File: src/rtl/add_stim_pkg.sv
// Shared types and constants for the add_stim adder stimulus/checker.
// Holds the FSM state encoding, the LFSR tap mask and the operand seeds.
package add_stim_pkg;

  typedef enum logic [1:0] {
    ST_IDLE  = 2'd0,
    ST_DRIVE = 2'd1,
    ST_CHECK = 2'd2,
    ST_DONE  = 2'd3
  } state_e;

  // Feedback taps at bits 15, 13, 12 and 10.
  localparam logic [15:0] LFSR_TAPS = 16'hB400;
  localparam logic [15:0] SEED_A    = 16'hACE1;
  localparam logic [15:0] SEED_B    = 16'h1234;

  function automatic logic [15:0] lfsr_next(input logic [15:0] cur);
    return {cur[14:0], ^(cur & LFSR_TAPS)};
  endfunction

endpackage

File: src/rtl/lfsr16.sv
// 16-bit Fibonacci LFSR with synchronous load and single-step advance.
// load takes priority over step; reset clears the register.
module lfsr16
  import add_stim_pkg::*;
(
  input  logic        clk,
  input  logic        rst,
  input  logic        load,
  input  logic [15:0] seed,
  input  logic        step,
  output logic [15:0] q
);

  logic [15:0] q_q;
  logic [15:0] q_d;

  always_comb begin
    q_d = q_q;
    if (load) begin
      q_d = seed;
    end else if (step) begin
      q_d = lfsr_next(q_q);
    end
  end

  always_ff @(posedge clk) begin
    if (rst) begin
      q_q <= '0;
    end else begin
      q_q <= q_d;
    end
  end

  assign q = q_q;

endmodule

File: src/rtl/add_stim.sv
// Drives LFSR operand pairs into an external adder, samples its sum after a
// fixed settle time, and reports mismatch/vector counts for one run.
module add_stim
  import add_stim_pkg::*;
#(
  parameter int WIDTH    = 16,
  parameter int NUM_VEC  = 16,
  parameter int WAIT_CYC = 2
) (
  input  logic             clk,
  input  logic             rst,
  input  logic             start,
  output logic [WIDTH-1:0] A,
  output logic [WIDTH-1:0] B,
  input  logic [WIDTH-1:0] C,
  output logic             busy,
  output logic             done,
  output logic             pass,
  output logic [7:0]       err_cnt,
  output logic [15:0]      vec_cnt,
  output state_e           state_o
);

  // start is a one-cycle request with no ready: it is accepted only when the
  // FSM sits in IDLE or DONE and silently dropped in any other state.

  localparam logic [15:0] WAIT_LAST = 16'(WAIT_CYC - 1);
  localparam logic [15:0] VEC_LAST  = 16'(NUM_VEC);

  state_e           state_q, state_d;
  logic [15:0]      wait_q, wait_d;
  logic [WIDTH-1:0] a_q, a_d;
  logic [WIDTH-1:0] b_q, b_d;
  logic [7:0]       err_q, err_d;
  logic [15:0]      vec_q, vec_d;
  logic             pass_q, pass_d;
  logic             busy_q, busy_d;
  logic             done_q, done_d;

  logic             lfsr_load;
  logic             lfsr_adv;
  logic [15:0]      lfsr_a_q;
  logic [15:0]      lfsr_b_q;
  logic [WIDTH-1:0] sum;
  logic [15:0]      vec_inc;
  logic             last_vec;
  logic             mismatch;

  lfsr16 u_lfsr_a (
    .clk  (clk),
    .rst  (rst),
    .load (lfsr_load),
    .seed (SEED_A),
    .step (lfsr_adv),
    .q    (lfsr_a_q)
  );

  lfsr16 u_lfsr_b (
    .clk  (clk),
    .rst  (rst),
    .load (lfsr_load),
    .seed (SEED_B),
    .step (lfsr_adv),
    .q    (lfsr_b_q)
  );

  assign sum      = a_q + b_q;
  assign vec_inc  = vec_q + 16'd1;
  assign last_vec = (vec_inc == VEC_LAST);

  // Default to mismatch so an unknown comparison result counts as an error.
  always_comb begin
    mismatch = 1'b1;
    if (C == sum) begin
      mismatch = 1'b0;
    end
  end

  always_ff @(posedge clk) begin
    if (rst) begin
      state_q <= ST_IDLE;
    end else begin
      state_q <= state_d;
    end
  end

  always_comb begin
    state_d = state_q;
    unique case (state_q)
      ST_IDLE, ST_DONE: if (start) state_d = ST_DRIVE;
      ST_DRIVE:         if (wait_q == WAIT_LAST) state_d = ST_CHECK;
      ST_CHECK:         state_d = last_vec ? ST_DONE : ST_DRIVE;
      default:          state_d = ST_IDLE;
    endcase
  end

  always_comb begin
    wait_d    = wait_q;
    a_d       = a_q;
    b_d       = b_q;
    err_d     = err_q;
    vec_d     = vec_q;
    pass_d    = pass_q;
    lfsr_load = 1'b0;
    lfsr_adv  = 1'b0;
    unique case (state_q)
      ST_IDLE, ST_DONE: begin
        if (start) begin
          lfsr_load = 1'b1;
          a_d       = WIDTH'(SEED_A);
          b_d       = WIDTH'(SEED_B);
          err_d     = '0;
          vec_d     = '0;
          wait_d    = '0;
          pass_d    = 1'b0;
        end
      end
      ST_DRIVE: begin
        wait_d = (wait_q == WAIT_LAST) ? 16'd0 : wait_q + 16'd1;
      end
      ST_CHECK: begin
        lfsr_adv = 1'b1;
        vec_d    = vec_inc;
        if (mismatch && (err_q != 8'hFF)) begin
          err_d = err_q + 8'd1;
        end
        // The final vector's operands stay on A/B while the LFSRs move on.
        if (last_vec) begin
          pass_d = (err_d == 8'd0);
        end else begin
          a_d = WIDTH'(lfsr_next(lfsr_a_q));
          b_d = WIDTH'(lfsr_next(lfsr_b_q));
        end
      end
      default: ;
    endcase
    busy_d = (state_d == ST_DRIVE) || (state_d == ST_CHECK);
    done_d = (state_d == ST_DONE);
  end

  always_ff @(posedge clk) begin
    if (rst) begin
      wait_q <= '0;
      a_q    <= '0;
      b_q    <= '0;
      err_q  <= '0;
      vec_q  <= '0;
      pass_q <= 1'b0;
      busy_q <= 1'b0;
      done_q <= 1'b0;
    end else begin
      wait_q <= wait_d;
      a_q    <= a_d;
      b_q    <= b_d;
      err_q  <= err_d;
      vec_q  <= vec_d;
      pass_q <= pass_d;
      busy_q <= busy_d;
      done_q <= done_d;
    end
  end

  assign A       = a_q;
  assign B       = b_q;
  assign busy    = busy_q;
  assign done    = done_q;
  assign pass    = pass_q;
  assign err_cnt = err_q;
  assign vec_cnt = vec_q;
  assign state_o = state_q;

endmodule

File: config.mk
export PLATFORM = sky130hd
export DESIGN_NAME = add_stim
export DESIGN_NICKNAME = d
export VERILOG_FILES = /design/src/rtl/add_stim_pkg.sv /design/src/rtl/lfsr16.sv /design/src/rtl/add_stim.sv
export SDC_FILE = /design/constraint.sdc
export NUM_CORES = 1
export LEC_CHECK = 0
export ABC_AREA = 1
export CAP_MARGIN = 20
export CORE_MARGIN = 2
export CORE_UTILIZATION = 64
export DETAILED_ROUTE_END_ITERATION = 6
export DONT_BUFFER_PORTS = 1
export PLACE_DENSITY = 0.76
export SYNTH_ARGS = -nofsm -noshare
export SYNTH_HDL_FRONTEND = slang
export SYNTH_HIERARCHICAL = 1
export SYNTH_SLANG_ARGS = --single-unit
File: constraint.sdc
create_clock -name clk -period 4.25 [get_ports clk]
set_clock_uncertainty 0.1 [all_clocks]
set_input_delay 0.85 -clock clk [delete_from_list [all_inputs] [get_ports clk]]
set_output_delay 0.85 -clock clk [all_outputs]
set_load 0.1 [all_outputs]
# Yosys cells after proc, flatten, opt, wreduce, memory -nomap -nowiden
# Cells that the tools add are included.
[totals]
register_bits = 109
latch_bits = 0
ramBits = 0
mem_bits_ro = 0
input_bits = 19
out_inout_bits = 61
elab_cells = 74
memories = 0
[classes]
add_sub_neg = 4
mul = 0
n_div = 0
magnitude_cmp = 0
n_eq_ne = 13
shifts = 0
muxes = 29
bitwise = 0
n_reduce_logical = 15
[ops]
columns = ["operator", "n"]
rows = [
  ["16-bit two-way mux", 8],
  ["16-bit one-hot mux with 2 select lines", 4],
  ["16-bit by 1-bit adder with 16-bit output, second input constant", 2],
  ["16-bit XOR reduction", 2],
  ["13-bit two-way mux", 2],
  ["8-bit two-way mux", 3],
  ["16-bit adder", 1],
  ["16-bit by 1-bit == test with 1-bit output, second input constant", 1],
  ["16-bit == test", 1],
  ["16-bit by 5-bit == test with 1-bit output, second input constant", 1],
  ["8-bit one-hot mux with 2 select lines", 1],
  ["8-bit by 1-bit adder with 8-bit output, second input constant", 1],
  ["2-bit == test, second input constant", 4],
  ["8-bit zero test", 1],
  ["8-bit != test, second input constant", 1],
  ["1-bit two-way mux", 6],
  ["2-bit two-way mux", 3],
  ["2-bit != test, second input constant", 3],
  ["2-bit one-hot mux with 3 select lines", 1],
  ["3-bit AND reduction", 2],
  ["2-bit nonzero test", 3],
  ["2-bit by 1-bit == test with 1-bit output, second input constant", 2],
  ["2-bit AND reduction", 2],
  ["2-bit OR reduction", 2],
  ["4 further kinds", 4],
]

# Depth between registers and ports, before layout
[logic_depth]
depth_word = 9
depth_mapped = 21
ltp_nobuf = 21

# Cells and area by module
# Netlist, hierarchy kept.
[modules_own_cells]
columns = ["mod", "n_inst", "cells_each", "area_per_inst_um2", "seq_area_each_um2"]
rows = [
  ["add_stim", 1, 718, 4962.3, 1541.5],
  ["lfsr16", 2, 133, 840.8, 320.3],
]

# Worst setup path after synthesis
# OpenSTA, ideal clock, no wires.
[synth_path]
kind = "reg-to-reg"
start = "reg vec_q[0] (netlist: vec_cnt[0])"
end = "reg busy_q (netlist: busy)"
arrival_ps = 2977
slack_ps = 1039
stages_incl_launch_ff = 14
path_cell_list = "dfxtp_1 ha_1 nand2_1 nor2_1 nand3_1 xor2_1 nand3_1 a21oi_2 nand4_2 or2_2 nand2_1 ha_1 inv_1 nor2_1"
[synth_between]
elab_chain_cells = 6
word_cells_on_any_way = 7
[synth_lines]
columns = ["element", "line", "text"]
rows = [
  ["start: declaration", "add_stim.sv:35", "logic [15:0] vec_q, vec_d;"],
  ["start signal: assignment", "add_stim.sv:156", "vec_q <= vec_d;"],
  ["16-bit by 1-bit adder with 16-bit output (*)", "add_stim.sv:68", "assign vec_inc = vec_q + 16'd1;"],
  ["16-bit by 5-bit == test with 1-bit output (*)", "add_stim.sv:69", "assign last_vec = (vec_inc == VEC_LAST);"],
  ["2-bit two-way mux (*)", "add_stim.sv:92", "ST_CHECK: state_d = last_vec ? ST_DONE : ST_DRIVE;"],
  ["2-bit one-hot mux with 3 select lines (*)", "add_stim.sv:89", "unique case (state_q)"],
  ["net state_d[1]", "add_stim.sv:30", "state_e state_q, state_d;"],
  ["2-bit by 1-bit == test with 1-bit output or 2-bit == test (tied branches)", "add_stim.sv:137", "busy_d = (state_d == ST_DRIVE) || (state_d == ST_CHECK);"],
  ["1-bit logical OR (*)", "add_stim.sv:137", ""],
  ["net busy_d", "add_stim.sv:37", "logic busy_q, busy_d;"],
  ["end signal: assignment", "add_stim.sv:158", "busy_q <= busy_d;"],
  ["end: declaration", "add_stim.sv:37", ""],
]
# The timed path passes the listed nets; every way through them passes the cells marked *.
# A chain may end at the register's enable or synchronous reset.

# Final worst setup path
[layout_path]
start = "reg vec_q[0] (netlist: vec_cnt[0])"
end = "reg a_q[0] (netlist: A[0])"
[layout_between]
elab_chain_cells = 4
[layout_lines]
columns = ["element", "line", "text"]
rows = [
  ["16-bit by 1-bit adder with 16-bit output", "add_stim.sv:68", ""],
  ["16-bit by 5-bit == test with 1-bit output", "add_stim.sv:69", ""],
  ["2-bit != test (no source line)", "-", ""],
  ["3-bit AND reduction (no source line)", "-", ""],
  ["end signal: assignment", "add_stim.sv:144", "a_q <= '0;"],
  ["end signal: assignment", "add_stim.sv:153", "a_q <= a_d;"],
  ["end: declaration", "add_stim.sv:32", "logic [WIDTH-1:0] a_q, a_d;"],
]
# No other way between the ends.

==> results.md <==
- In this run the worst path has a maximum fanout of 20.
- The aggregate global routing overflow is 0.
- The detailed router placed ~6300 vias in this run.
- The number of cells upsized or downsized after cts is 0.
- The summed negative setup slack over all endpoints is 0 ns.
- Post-CTS timing repair inserted 0 buffers for setup.
- The flow ran to the end, and the final reports show no timing, DRC or antenna violations.
- CTS built an H-tree with a depth of 3.
- The dominant cell type by area after synthesis is sky130_fd_sc_hd__dfxtp_1.
- For the worst setup path, the data required time is around 4.4 ns.
- The number of cells on the worst hold path is 2.
- The clock tree buffer depth is 2.
- The I/O pin total is 80.
- The total count of hold-check failures in the final report is 0.
- STA classifies the critical path startpoint as a register.
- Setup repair after global routing left no endpoint under its margin.
- The post-detailed-route via-to-cell ratio is 5.22.
- For this block, the initial DRC count from the detailed router was 407.
- The tool flagged a number of max-cap violations equal to 0.
- The largest individual stage delay along the critical path comes from the cell sky130_fd_sc_hd__nand2_2.
- The root cell of the clock tree is sky130_fd_sc_hd__clkbuf_8.
- The static power due to leakage is between 3 and 4 nW.
- The full die area is between 0.01 and 0.015 sq mm.
- The final-report setup violation count is 0.
- Counting every instance in the synthesized netlist gives between 900 and 1000.
- The wire length of the first global-routing pass is roughly 28000 um.
- The number of hold buffers added after cts is 0.
- The cell area after synthesis is between 0.006 and 0.007 sq mm.
- In this run the core area contains 37 standard-cell rows.
- In this run the critical register-to-register path is captured at A[0].
- In this run the critical register-to-register path is launched from vec_cnt[0].
- The fraction of post-synthesis cell area in the top cell type by area is 0.328.
- The repair_antennas step left the layout with diodes totalling 0.
- The number of nets with antenna violations after detailed routing is 0.
- The area growth from synthesis to layout is 11.4%.
- The core area is between 0.01 and 0.015 sq mm.
- The pin count of the biggest net entering global routing is 56.
- The total wire length after detailed routing is roughly 17000 um.
- The depth of the most critical reg-to-reg path is 13.
- The path class of the lowest-slack min-delay path is register to register.
- The worst pin sits at a relative slew slack of 0.311.
- The clock buffer count from CTS is 9.
- The number of global-route vias before repair is a little under 6000.
- TritonCTS built the clock tree.
- The distinct cell type count after synthesis is 46.
- The tightest hold margin is about 0.36 ns.
- The fraction of final layout cells sized beyond drive strength 1 is 0.138.
- The critical path contains buffers and inverters numbering 2 combined.
- Buffers placed on the I/O ports in this run total 0.
- The average cell area after synthesis is a little under 7 sq um.
- Routability-driven placement finished with a final weighted congestion of 0.923.
- The most frequent cell on the critical path is sky130_fd_sc_hd__nand2_1.
- The delay of the slowest cell on the worst path is between 0.4 and 0.5 ns.
- For the finished layout, the period the worst path requires is approximately 3.3 ns.
- Dividing the final minimum period by the clock period gives 0.780.
- For the worst-skew pair, the clock arrives at the later sink with an insertion delay of approximately 0.40 ns.
- The highest attainable clock frequency is 0.302 GHz.
- The worst setup timing slack at the placement stage is 0.976 ns.
- Sorting the synthesized cells by area gives the leading types as sky130_fd_sc_hd__dfxtp_1 (33%), sky130_fd_sc_hd__nand2_1 (19%), sky130_fd_sc_hd__inv_1 (6.4%), sky130_fd_sc_hd__nand3_1 (5.6%), sky130_fd_sc_hd__a21oi_1 (4.7%).
- For this run, the total global-route usage over all layers was measured as 0.310.
- Across the VDD grid, the largest voltage drop is roughly 0.24 mV.
- For this run, design rule violations remaining after detail routing come to 0.
- Once routing completed, OpenROAD measured the worst setup slack at between 0.9 and 1 ns.
- The worst setup path is of the register to register kind.
- For the worst setup path, the data arrival time is between 3 and 4 ns.
- The yosys synthesis warning count is 6.
- The worst setup path is captured at a register.
- Power spread over the standard cell area amounts to 318 mW/mm^2.
- After clock tree synthesis, the clock-pin slew on the worst setup and hold paths is around 0.11 ns.
- After the last flow step, the layout net total stands at approximately 1100.
- The worst register-to-register path has a setup slack of slightly above 0.9 ns.
- CTS saw 109 sinks.
- For this configuration, the core starts out at a cell density of 0.652.
- After filler insertion, the fill cell instance count of the layout stands at 880.
- Summed over all nets, the half-perimeter wirelength after detailed placement is 12600 um.
- The part of the Yosys area used for sequential elements is 0.328.
- The kind of cell with the highest combined delay along the critical path is simple AND/OR/NAND/NOR gates.
- The most common cell after layout, fill and taps aside is sky130_fd_sc_hd__nand2_1.
- Leaving out fill and tap cells, the most frequent cells in the layout are sky130_fd_sc_hd__nand2_1 (336), sky130_fd_sc_hd__inv_1 (113), sky130_fd_sc_hd__dfxtp_1 (109), sky130_fd_sc_hd__nand3_1 (74), sky130_fd_sc_hd__a21oi_1 (62).
- For hold timing, the worst endpoint is vec_cnt[2].
- The average wire length per cell after detail routing is 13.9 um.
- At the pin with the least slew margin, the transition time is 1.03 ns.
- The total count of max-transition violations in the final report was 0.
- The die height is 106 um.
- The width of the die is approximately 110 um.
- The critical path goes through buf_4, ha_1, nand2_1, nor2_1, nand2_1, xor2_1, nand3_2, nor2_2, nand4_2, nand2_2, inv_2, o21ai_0, a31oi_1.
- Counting flops and latches in the post-synthesis netlist gives 109.
- The first detailed-routing pass took 5 iterations.
- The number of antenna violations at the first check in global routing is 0.
- The hold path startpoint is vec_cnt[2].
==> layout make-up <==
cell class              instances  area (sq um)  share of cell area
well taps                     136           170              0.0230
clock inverters                 6          76.3              0.0103
clock buffers                  10           138              0.0186
multi-input cells             759          3930               0.531
inverters                     120           453              0.0612
flip-flops and latches        109          2180               0.295
repair buffers                 60           450              0.0609
==> layer usage <==
metal  share of wire  up-vias  GRT usage
met3           0.060       39     0.0581
met2            0.48      176      0.529
li1                -     3274          -
met5               0        -          0
met4           0.034        0      0.144
met1            0.42     2770      0.376
==> report_power, final <==
group | total (mW) | internal (mW) | switching [mW]
clock network | 0.684 | 0.300 | 0.384
registers | 1.12 | 1.07 | 0.0533
logic | 0.547 | 0.151 | 0.396
==> cell families after synthesis <==
group | Yosys count | share of synthesized area
buffers and inverters | 146 | 0.0970
xor gates and xnor gates | 37 | 0.0488
DFF | 109 | 0.328
AOI/OAI and AO/OA | 113 | 0.109
and+or+nand+nor | 553 | 0.370
adders and majority gates | 24 | 0.0463
other | 2 | 0.00113
==> Yosys cell counts, drive strengths merged <==
library cell and count:
conb 2, nor3b 3, nand3 82, o21ai 15, xor2 24, nor4 5
xnor2 13, inv 119, o21bai 4, a31oi 1, o22ai 2, nor2 68
buf 17, dfxtp 109, fa 1, nand3b 6, or2 6, nand4 13
ha 23, a22oi 4, nand2b 1, a21oi 73, a41oi 1, nand2 352
o221a 12, clkinv 1, and3 1, clkbuf 9, nor3 16, o21a 1
==> per-stage QoR <==
step | instance area (sq um) | utilization | std cells | total power, mW
3_3_place_gp | 7190 | 0.706 | 1184 | 1.68
4_1_cts | 7400 | 0.727 | 1200 | 2.36
6_report | 7400 | 0.727 | 1200 | 2.35
3_5_place_dp | 7190 | 0.706 | 1184 | 1.69
2_1_floorplan | 6760 | - | 1014 | 1.60
5_1_grt | 7400 | 0.727 | 1200 | 2.44
==> tightest hold or removal path: cells and delay by family, from the launching register on <==
family	cells	cell delay (ns)
compound gates	1	0.05
flops	1	0.32
simple gates	1	0.06
==> how the worst max path moves through the flow <==
stage	from	to	slack, ns	cells after the start
2_1_floorplan	vec_cnt[0]	busy	1.04	13
3_3_place_gp	vec_cnt[0]	A[0]	1.09	13
3_5_place_dp	vec_cnt[0]	A[0]	0.98	13
4_1_cts	vec_cnt[0]	A[0]	0.95	13
5_1_grt	vec_cnt[0]	A[0]	0.55	13
6_report	vec_cnt[0]	A[0]	0.94	13
==> registers in the layout, indices dropped and copies added (netlist names) <==
| name | count |
|---|---|
| vec_cnt | 16 |
| A | 16 |
| u_lfsr_b/q | 16 |
| err_cnt | 8 |
| u_lfsr_a/q | 16 |
| B | 16 |
| state_o | 2 |
| pass | 1 |
| busy | 1 |
| wait_q | 16 |
| done | 1 |
(Power assumes the default switching activity.)
